===== src/rtl/clic_gateway.sv =====
// CLIC interrupt gateway: synchronizes raw interrupt lines, applies the
// per-source trigger polarity and mode, and produces clicintip hardware
// write data/enable. Edge sources set on an active edge and clear on a claim;
// level sources track the polarity-adjusted line. All sources run in parallel.

module clic_gateway_lane (
    input  logic       clk_i,
    input  logic       rst_i,
    input  logic       intr_i,
    input  logic [1:0] trig_i,
    input  logic       ip_q_i,
    input  logic       warm_done_i,
    input  logic       claim_hit_i,
    output logic       ip_d_o,
    output logic       ip_de_o
);

    logic s1_q, s1_d;
    logic s2_q, s2_d;
    logic prev_q, prev_d;
    logic ip_d_q, ip_d_d;
    logic ip_de_q, ip_de_d;
    logic adj, adj_prev, edge_evt;

    // Synchronizer, history flop and registered hw2reg outputs
    always_ff @(posedge clk_i) begin
        if (rst_i) begin
            s1_q    <= 1'b0;
            s2_q    <= 1'b0;
            prev_q  <= 1'b0;
            ip_d_q  <= 1'b0;
            ip_de_q <= 1'b0;
        end else begin
            s1_q    <= s1_d;
            s2_q    <= s2_d;
            prev_q  <= prev_d;
            ip_d_q  <= ip_d_d;
            ip_de_q <= ip_de_d;
        end
    end

    // Polarity is applied to both the current and history sample with the
    // same trig bit, so flipping polarity can never look like an edge.
    always_comb begin
        s1_d     = intr_i;
        s2_d     = s1_q;
        prev_d   = s2_q;
        adj      = s2_q ^ trig_i[1];
        adj_prev = prev_q ^ trig_i[1];
        edge_evt = trig_i[0] & adj & ~adj_prev & warm_done_i;
        ip_d_d   = 1'b0;
        ip_de_d  = 1'b0;
        if (trig_i[0]) begin
            // Edge mode: a new edge wins over a simultaneous claim
            if (edge_evt) begin
                ip_d_d  = 1'b1;
                ip_de_d = 1'b1;
            end else if (claim_hit_i) begin
                ip_d_d  = 1'b0;
                ip_de_d = 1'b1;
            end
        end else begin
            // Level mode: only write when the pending bit disagrees with the line
            if (warm_done_i && (adj != ip_q_i)) begin
                ip_d_d  = adj;
                ip_de_d = 1'b1;
            end
        end
    end

    assign ip_d_o  = ip_d_q;
    assign ip_de_o = ip_de_q;

endmodule

module clic_gateway #(
    parameter int NumSrc = 256,
    parameter int IdW    = $clog2(NumSrc)
) (
    input  logic                clk_i,
    input  logic                rst_i,
    input  logic [NumSrc-1:0]   intr_src_i,
    input  logic [2*NumSrc-1:0] trig_i,
    input  logic [NumSrc-1:0]   ip_q_i,
    input  logic                claim_valid_i,
    input  logic [IdW-1:0]      claim_id_i,
    output logic [NumSrc-1:0]   ip_d_o,
    output logic [NumSrc-1:0]   ip_de_o
);

    logic [1:0]        warm_cnt_q, warm_cnt_d;
    logic              warm_done;
    logic [NumSrc-1:0] claim_hit;

    // Warm-up counter: saturates at 3, restarts on every reset
    always_ff @(posedge clk_i) begin
        if (rst_i) begin
            warm_cnt_q <= 2'd0;
        end else begin
            warm_cnt_q <= warm_cnt_d;
        end
    end

    // Count up until saturation; updates are gated until the count is full
    always_comb begin
        warm_cnt_d = (warm_cnt_q == 2'd3) ? 2'd3 : warm_cnt_q + 2'd1;
        warm_done  = (warm_cnt_q == 2'd3);
    end

    // One decoded claim per cycle. IDs at or above NumSrc match no lane and
    // are therefore dropped without any extra range check.
    for (genvar i = 0; i < NumSrc; i++) begin : g_lane
        assign claim_hit[i] = claim_valid_i && (claim_id_i == IdW'(i));

        clic_gateway_lane u_lane (
            .clk_i       (clk_i),
            .rst_i       (rst_i),
            .intr_i      (intr_src_i[i]),
            .trig_i      (trig_i[2*i +: 2]),
            .ip_q_i      (ip_q_i[i]),
            .warm_done_i (warm_done),
            .claim_hit_i (claim_hit[i]),
            .ip_d_o      (ip_d_o[i]),
            .ip_de_o     (ip_de_o[i])
        );
    end

endmodule


===== config.mk =====
export PLATFORM = sky130hd
export DESIGN_NAME = clic_gateway
export DESIGN_NICKNAME = d
export VERILOG_FILES = /design/src/rtl/clic_gateway.sv
export SDC_FILE = /design/constraint.sdc
export NUM_CORES = 2
export LEC_CHECK = 0
export CAP_MARGIN = 20
export CELL_PAD_IN_SITES_DETAIL_PLACEMENT = 1
export CELL_PAD_IN_SITES_GLOBAL_PLACEMENT = 2
export CORE_AREA = 3 3 602 604
export DETAILED_ROUTE_END_ITERATION = 6
export DIE_AREA = 0 0 605 607
export PLACE_DENSITY_LB_ADDON = 0.2
export SYNTH_ARGS = -nofsm -noshare
export SYNTH_HDL_FRONTEND = slang
export SYNTH_SLANG_ARGS = --single-unit

===== constraint.sdc =====
create_clock -name clk_i -period 2.3 [get_ports clk_i]
set_input_delay 0.23 -clock clk_i [delete_from_list [all_inputs] [get_ports clk_i]]
set_output_delay 0.23 -clock clk_i [all_outputs]
set_load 0.05 [all_outputs]

==> results.yml <==
run_status:
  status: "finished clean"
floorplanning:
  dieHeight_um: 607
  initial_core_util_pct: 15.2
  row_count: 220
  die_w_um: 605
  die-area_um2: 367000
  core_area_um2: 358000
  io_pins: 1547
worst_hold_path:
  hp-start: "intr_src_i[235]"
  hold_end: "g_lane[235].u_lane.s1_q$_SDFF_PP0_"
  hp-class: "input pin to flip-flop"
  whs_path_depth: 2
route:
  route.detailed.drc: 0
  ant_nets: 0
  vias: 49219
  drt-pass1-iter-count: 5
  detail_route.vias_per_cell: 3.87
  drt_iter0_drc: 2256
  wl_mm: 348
  drt-wirelength-per-cell_um: 27.4
logic_synthesis:
  synth.most_common_cell: "dfxtp_1"
  syn_avg_cell_area_um2: 9.21
  ys_seq_area_share_pct: 47.1
  async_reset_ff_share_pct: 0
  synth.area.top_cells: "dfxtp_1 47%, nor2b_1 9.7%, buf_4 7.1%"
  ys_seq_elements: 1282
  netlist_area_um2: 54500
  yosysTopAreaCell: "dfxtp_1"
  yosys_warnings: 0
  synth.top_cell.area_share_pct: 47.1
  yosys.cell_types.count: 48
  syn_inst: 5919
  synth_edf_count: 0
  synth_common_cells: "1,282 x dfxtp_1, 849 x nor2b_1, 513 x buf_4"
  ys.flop_type: "dfxtp_1"
  syn-num-nets: 6954
timing:
  rsz0062_at_grt: "false"
  worstMarginPinSlew_ps: 872
  setup_violations: 0
  worst_slack_ps: 98.6
  slew_violations: 0
  slew_headroom_pct: 41.6
  max_freq_mhz: 454
  period_share_pct: 95.7
  hold_viol: 0
  final.setup_skew_ps: 36.8
  timing.final.crit_period_ps: 2200
critical_path:
  crit_fanout: 35
  reg2reg_to: "g_lane[45].u_lane.ip_d_o$_SDFF_PP0_"
  crit_path_top_delay_cell: "dlygate4sd3_1"
  cp-end-kind: "flip-flop"
  timing.rr.start: "warm_cnt_q[0]$_SDFF_PP0_"
  worst-endpoint-required_ps: 3070
  cpMostUsedCell: "buf_12"
  slowest_delay_ps: 540
  cp.arrival_ps: 2970
  setup.worst_path.start_class: "flip-flop"
  r2r_cells: 7
  crit_type: "flip-flop to flip-flop"
  r2r_slack_ps: 100
  crit_path_cell_trace: "and2_4, nand2b_4, buf_12, buf_12, buf_4, a21oi_1, dlygate4sd3_1"
placed_design:
  dpl-instance-area_um2: 74200
  placed_cells: 11749
  io_buffer_count: 1546
  dp_slack_ps: -341
  place_congestion: 0.840
  dpl.hpwl_mm: 283
finish:
  syn2layout_area_growth_pct: 57.6
  drive_gt1_share_pct: 8.31
  final_cell_area_um2: 85900
  filler_cell_count: 40993
  fin_cells: 12711
  fin_nets: 8755
  utilization_pct: 24.0
clock_tree:
  cts_buffers: 185
  cts_max_path_buffers: 4
  cts_tree: "yes"
  cts_setup_buffers: 0
  htreeDepth: 4
  clk_pin_slew_ps: 60
  clock_latency_ps: 860
  clkSinkCount: 1282
  cts-root-buf: "clkbuf_16"
power_and_ir_drop:
  p_per_area_nw_per_um2: 719
  power_leakage_nw: 33.0
  ir_drop_v: 0.000530
  finalPower_mw: 61.8
global_routing:
  grtUsageTotal_pct: 18.2
  grt_max_degree: 132
  overflow: 0
  grt_pass1_vias: 51467
  antenna_found_initial: 255
  grt_pass1_wl_mm: 455
run:
  drv_cap: 0
## timing repair
action / CTS / global route
setup endpoints to repair: 456 / 1
hold buffers: 557 / 0
pin swaps: 0 / 0
hold endpoints to repair: 633 / 0
gates resized for setup: 472 / 1
## layer usage
metal | GRT usage, % | wire length, um
met1 | 20.3 | 136000
met2 | 32.8 | 175000
met3 | 4.74 | 22300
met4 | 6.75 | 13900
met5 | 0 | 508
## how the worst max path moves through the flow
stage / startpoint / to / slack, ps
after floorplan: claim_id_i[1] / g_lane[12].u_lane.ip_de_o$_SDFF_PP0_ / 700
after global placement: claim_id_i[5] / g_lane[232].u_lane.ip_de_o$_SDFF_PP0_ / -440
after detailed placement: claim_id_i[5] / g_lane[231].u_lane.ip_de_o$_SDFF_PP0_ / -340
after CTS: g_lane[149].u_lane.ip_de_o$_SDFF_PP0_ / ip_de_o[149] / 0.08
after global routing: warm_cnt_q[0]$_SDFF_PP0_ / g_lane[45].u_lane.ip_d_o$_SDFF_PP0_ / 7
final: warm_cnt_q[0]$_SDFF_PP0_ / g_lane[45].u_lane.ip_d_o$_SDFF_PP0_ / 100
## cell type report
| class | instances | area (um^2) | share of cell area, % |
|---|---|---|---|
| multi-input cells | 3903 | 24300 | 28.3 |
| well taps | 4773 | 5970 | 6.95 |
| clock buffers | 282 | 5630 | 6.55 |
| diodes | 68 | 170 | 0.198 |
| inverters | 6 | 22.5 | 0.0262 |
| flip-flops and latches | 1282 | 25700 | 29.9 |
| clock inverters | 55 | 841 | 0.979 |
| repair buffers | 2342 | 23300 | 27.1 |
## kinds of logic (layout without fill, tap and decap cells)
logic type | count (synthesis) | count (layout) | share of synthesized area (%)
muxes | 88 | 88 | 1.63
other | 0 | 68 | 0
and+or+nand+nor | 2418 | 2418 | 24.7
buffers and inverters | 734 | 2685 | 8.70
xor gates and xnor gates | 511 | 511 | 8.21
AOI/OAI and AO/OA | 886 | 886 | 9.66
DFF | 1282 | 1282 | 47.1
## metrics by stage
step,setup TNS [ps],hold slack (ps)
6_report,0,74.6
5_1_grt,0,29.8
2_1_floorplan,0,332
3_5_place_dp,-10220,424
4_1_cts,0,0.166
3_3_place_gp,-10700,418
## power breakdown
group / switching [mW] / total, mW / internal (mW)
sequential: 0.375 / 23.3 / 22.9
combinational: 3.77 / 7.67 / 3.90
clock: 12.1 / 30.8 / 18.7
## placed cells by master, fill, tap and decap left out, types with 68 or more instances in the layout
cell type,synthesis,layout
dfxtp_1,1282,1282
clkdlybuf4s50_1,0,1043
nor2b_1,849,849
dlygate4sd3_1,0,557
dlygate4sd2_1,0,447
xnor2_1,324,324
a21oi_1,316,316
nor2_1,323,314
nand2_1,273,269
nand2b_1,249,248
nor3_1,227,217
buf_4,513,193
clkbuf_16,0,188
xor2_1,187,187
nand3_1,161,160
o22ai_1,154,154
o21ai_0,129,129
a22oi_1,105,105
nand3b_1,101,101
buf_12,0,91
nor3b_1,90,89
or3_1,93,89
a31oi_1,83,83
a21o_1,82,82
mux2i_1,80,80
diode_2,0,68
## critical path: cells and delay by family, from the launching register on
family / cells / cell delay (ps)
buf+inv: 4 / 1190
simple gates: 2 / 500
flops: 1 / 350
compound gates: 1 / 40
## flip-flops by register name, indices dropped and copies added, names as in the netlist
signal	count
g_lane.u_lane.ip_d_o	256
g_lane.u_lane.ip_de_o	256
g_lane.u_lane.prev_d	256
g_lane.u_lane.prev_q	256
g_lane.u_lane.s1_q	256
warm_cnt_q	2
Note: power is estimated with default switching activity, not from simulation.
